**src/rtl/i2c_slave_addr_frontend.sv**
```systemverilog
// I2C slave receive front end: pin synchronisers, START/STOP decode, address phase and ACK.
// Define I2C_GENERAL_CALL_EN to also accept the general-call address byte 8'h00.
module i2c_slave_addr_frontend #(
    parameter logic [6:0] SLAVE_ADDR  = 7'h42,
    parameter int         SYNC_STAGES = 2
) (
    input  logic FPGA_clk,
    input  logic rst,
    input  logic SCL_in,
    input  logic SDA_in,
    input  logic data_done,
    output logic SCL,
    output logic SDA,
    output logic SCL_prev,
    output logic SDA_prev,
    output logic enable,
    output logic SDA_down,
    output logic rw,
    output logic addr_match,
    output logic busy
);

    // state  | meaning
    // IDLE   | bus free, waiting for START
    // ADDR   | shifting in the address byte, MSB first
    // ACK    | address accepted, holding SDA low through the 9th clock
    // DATA   | data-in stage owns the bus until data_done
    // IGNORE | not addressed or transfer finished, waiting for STOP/START
    typedef enum logic [2:0] {
        IDLE   = 3'd0,
        ADDR   = 3'd1,
        ACK    = 3'd2,
        DATA   = 3'd3,
        IGNORE = 3'd4
    } state_t;

    state_t state, state_next;

    logic [SYNC_STAGES-1:0] scl_sync, sda_sync;
    logic [2:0] bit_cnt, bit_cnt_next;
    logic       byte_full, byte_full_next;
    logic [7:0] shreg, shreg_next;
    logic       rw_next, enable_next, sda_down_next, match_next;
    logic       scl_rise, scl_fall, start_evt, stop_evt, accept;

    // Synchronisers reset to 1 so an idle bus produces no spurious edges.
    always_ff @(posedge FPGA_clk) begin
        if (rst) begin
            scl_sync <= '1;
            sda_sync <= '1;
            SCL_prev <= 1'b1;
            SDA_prev <= 1'b1;
        end else begin
            scl_sync <= {scl_sync[SYNC_STAGES-2:0], SCL_in};
            sda_sync <= {sda_sync[SYNC_STAGES-2:0], SDA_in};
            SCL_prev <= SCL;
            SDA_prev <= SDA;
        end
    end

    assign SCL = scl_sync[SYNC_STAGES-1];
    assign SDA = sda_sync[SYNC_STAGES-1];

    assign scl_rise  = !SCL_prev && SCL;
    assign scl_fall  = SCL_prev && !SCL;
    assign start_evt = SCL_prev && SCL && SDA_prev && !SDA;
    assign stop_evt  = SCL_prev && SCL && !SDA_prev && SDA;

    // Only writes are acknowledged; a read request falls through to IGNORE.
    always_comb begin
        accept = (shreg[7:1] == SLAVE_ADDR) && !shreg[0];
`ifdef I2C_GENERAL_CALL_EN
        if (shreg == 8'h00) accept = 1'b1;
`endif
    end

    always_comb begin
        state_next     = state;
        bit_cnt_next   = bit_cnt;
        byte_full_next = byte_full;
        shreg_next     = shreg;
        rw_next        = rw;
        enable_next    = enable;
        sda_down_next  = SDA_down;
        match_next     = 1'b0;
        if (stop_evt) begin
            state_next     = IDLE;
            bit_cnt_next   = 3'd0;
            byte_full_next = 1'b0;
            enable_next    = 1'b0;
            sda_down_next  = 1'b0;
        end else if (start_evt) begin
            state_next     = ADDR;
            bit_cnt_next   = 3'd0;
            byte_full_next = 1'b0;
            enable_next    = 1'b0;
            sda_down_next  = 1'b0;
        end else begin
            case (state)
                ADDR: begin
                    if (scl_rise && !byte_full) begin
                        shreg_next = {shreg[6:0], SDA};
                        if (bit_cnt == 3'd7) begin
                            byte_full_next = 1'b1;
                            rw_next        = SDA;
                        end else begin
                            bit_cnt_next = bit_cnt + 3'd1;
                        end
                    end else if (scl_fall && byte_full) begin
                        byte_full_next = 1'b0;
                        if (accept) begin
                            state_next    = ACK;
                            sda_down_next = 1'b1;
                            match_next    = 1'b1;
                        end else begin
                            state_next = IGNORE;
                        end
                    end
                end
                ACK: begin
                    if (scl_fall) begin
                        state_next    = DATA;
                        sda_down_next = 1'b0;
                        enable_next   = 1'b1;
                    end
                end
                DATA: begin
                    if (data_done) begin
                        state_next  = IGNORE;
                        enable_next = 1'b0;
                    end
                end
                default: ;
            endcase
        end
    end

    always_ff @(posedge FPGA_clk) begin
        if (rst) begin
            state      <= IDLE;
            bit_cnt    <= 3'd0;
            byte_full  <= 1'b0;
            shreg      <= 8'h00;
            rw         <= 1'b0;
            enable     <= 1'b0;
            SDA_down   <= 1'b0;
            addr_match <= 1'b0;
            busy       <= 1'b0;
        end else begin
            state      <= state_next;
            bit_cnt    <= bit_cnt_next;
            byte_full  <= byte_full_next;
            shreg      <= shreg_next;
            rw         <= rw_next;
            enable     <= enable_next;
            SDA_down   <= sda_down_next;
            addr_match <= match_next;
            busy       <= (state_next != IDLE);
        end
    end

endmodule

```
**config.mk**
```make
export PLATFORM = sky130hd
export DESIGN_NAME = i2c_slave_addr_frontend
export DESIGN_NICKNAME = d
export VERILOG_FILES = /design/src/rtl/i2c_slave_addr_frontend.sv
export SDC_FILE = /design/constraint.sdc
export NUM_CORES = 1
export LEC_CHECK = 0
export CORE_MARGIN = 2
export CORE_UTILIZATION = 57
export CTS_CLUSTER_DIAMETER = 30
export DETAILED_ROUTE_END_ITERATION = 8
export HOLD_SLACK_MARGIN = 0.1
export PLACE_DENSITY = 0.82
export SLEW_MARGIN = 15
export SYNTH_ARGS = -nofsm -noshare
export SYNTH_HDL_FRONTEND = slang
export SYNTH_SLANG_ARGS = --single-unit
```
**constraint.sdc**
```tcl
create_clock -name FPGA_clk -period 2.4 [get_ports FPGA_clk]
set_clock_uncertainty 0.15 [all_clocks]
set_input_delay 0.48 -clock FPGA_clk [delete_from_list [all_inputs] [get_ports FPGA_clk]]
set_output_delay 0.48 -clock FPGA_clk [all_outputs]
set_load 0.05 [all_outputs]
```
==> flow_summary.ini, run 1 <==
[synth]
syn_inst = 99
ys_types = 36
post_synth.cell_area_avg_um2 = 11.2
syn_area_mm2 = 0.00111
synth_edf_count = 0
ys.flop_type = dfxtp_1
ys_seq_area_frac = 0.471
yosys-top-cells-area = dfxtp_1 (47%), mux2i_1 (10%), nor2_1 (5.1%)
synth.net_count = 106
synth_top_area_share = 0.471
netlist_top_cells_count = dfxtp_1 (26), nor2_1 (15), mux2i_1 (11), or2_2 (6)
yosys_register_bits = 26
synth_top_area_cell = dfxtp_1
yosysMostFrequentCell = dfxtp_1
async_flop_share = 0
ys_warn_count = 0

[power]
powerDensity_mw_per_mm2 = 557
cellLeakagePower_uw = 0.000547
ir_drop_mv = 0.428

[detailed_routing]
drtIter0Drc = 12
viasPerCell = 5.58
drt_pre_antenna_iters = 4
drcViolationCount = 0
detail-route-antenna-nets = 0
vias = 776
wire_per_inst_um = 13.2
wl_mm = 1.83

[clocking]
clk_pin_slew_worst_paths_ps = 130
clock_path_buffers = 2
cts.hold.buffers_added = 0
cts-buffers-inserted = 3
cts_tree = yes
htreeDepth = 1
clock_latency_ps = 310
cts_sinks = 26
post_cts_buffers = 0
cts-resized-gates = 0
cts-root-buf = clkbuf_4

[worst_setup_path]
crit_fanout = 8
path_class = register to output port
crit_arrival_ps = 1690
cp_slowest_cell = clkdlybuf4s50_1
worst-path-buf-inv = 1
critPathCaptureType = output port
crit_family = buffers and inverters
critPathLaunchType = register
path_depth = 1
r2r_cells = 5
cpPeakStageDelay_ps = 860
worstPathRequired_ps = 1770
path_cells = clkdlybuf4s50_1

[sta]
setup_slack_ps = 80.4
slew_violations = 0
worst_pin_slew_ps = 498
setup_violations = 0
grt_setup_unrepaired = false
hold_viol = 0
post-route-min-period_ps = 2320
max_freq_mhz = 431
post-route-period-util = 0.967
max_slew_margin = 0.667
setup_tns_ps = 0

[die]
coreArea_mm2 = 0.00178
num_rows = 15
die_w_um = 48.1
dieArea_mm2 = 0.00231
start_util = 0.620
ios = 14
die-height_um = 48.1

[job]
maxCapViolations = 0

[outcome]
outcome = complete, no violations

[worst_hold_path]
holdPathStages = 1
hp-class = register to register

[global_route]
grt_max_degree = 17
grt_pass1_wl_mm = 3.04
antenna_found_initial = 0
track_usage = 0.194
grt_pass1_vias = 731
grt_remaining_overflow = 0

[layout]
drive_gt1_frac = 0.175
area_growth_pct = 16.7
fin_nets = 122
diodes = 0
stdcell_area_mm2 = 0.00129

[placed_design]
portBuffers = 13
dp_hpwl_mm = 1.39
pre_cts_ws_ps = 444
postPlaceCellArea_mm2 = 0.00125
routabilityCongestion = 0.745
final cells by class:
cell class | instances | area [um^2]
fill | 142 | 492
tap | 25 | 31.3
timing repair buffer | 14 | 138
inverter | 1 | 3.75
sequential | 26 | 520
clock buffer | 4 | 36.3
multi-input combinational | 69 | 562
layer usage:
layer,GRT usage,wire [um]
met1,0.231,813
met5,0,0
met2,0.331,926
met4,0.0973,40
met3,0.0377,53
per-stage QoR:
stage               total power, uW   util  instances  hold WS [ps]
global route                    752  0.724        139           298
finish                          719  0.724        139           281
floorplan                       497      -         99           239
CTS                             729  0.724        139           285
detailed placement              517  0.704        135           253
global placement                517  0.704        135           243
power by group:
| group | switching, uW | internal, uW | total (uW) |
|---|---|---|---|
| registers | 8.36 | 440 | 448 |
| logic | 32.5 | 27.2 | 59.8 |
| clock network | 119 | 92.8 | 211 |
| total | 159 | 560 | 719 |
worst paths after layout:
path / end / startpoint / slack (ps)
max: SCL_prev / SCL_prev / 80
max reg2reg: bit_cnt[2] / bit_cnt[0] / 750
min reg2reg: scl_sync[1] / scl_sync[0] / 280
min: scl_sync[1] / scl_sync[0] / 280
logic make-up after synthesis:
family | after synthesis | share of synthesized area
muxes | 11 | 0.0996
and+or+nand+nor | 42 | 0.292
buffers and inverters | 4 | 0.0215
AOI/OAI and AO/OA | 12 | 0.0781
xor gates and xnor gates | 2 | 0.0158
DFF | 26 | 0.471
adders and majority gates | 2 | 0.0226
layout by cell type, fill, tap and decap left out, drive strengths merged:
cell type	instances
o211ai	1
xor2	1
a311oi	2
ha	2
nor2b	1
nand4	1
or2b	2
or2	6
nand2	2
clkdlybuf4s50	13
nand4bb	2
nand3b	1
and4bb	1
a31oi	1
xnor2	1
clkbuf	4
o21ai	3
nand2b	1
nor4b	2
a31o	1
buf	1
mux2i	11
and3	1
dfxtp	26
or3	1
inv	1
nand3	2
and4b	2
a21oi	3
nor2	15
a211o	1
and2b	1
nand4b	1
flip-flops by register name, indices dropped and copies added (netlist names):
signal and flops:
shreg 8, byte_full 1, state 3, sda_sync 2, SDA_down 1, SDA_prev 1, SCL_prev 1, busy 1
addr_match 1, bit_cnt 3, rw 1, enable 1, scl_sync 2
No activity file was read; power rests on OpenSTA's default activity.
==> inputs of run 2 (changes only) <==
--- a/config.mk
+++ b/config.mk
@@ -5,6 +5,7 @@
 export SDC_FILE = /design/constraint.sdc
 export NUM_CORES = 1
 export LEC_CHECK = 0
+export ABC_CLOCK_PERIOD_IN_PS = 2400
 export CORE_MARGIN = 2
 export CORE_UTILIZATION = 57
 export CTS_CLUSTER_DIAMETER = 30
==> results of run 2 <==
Final layout, timing and power as in run 1 (identical DEF).
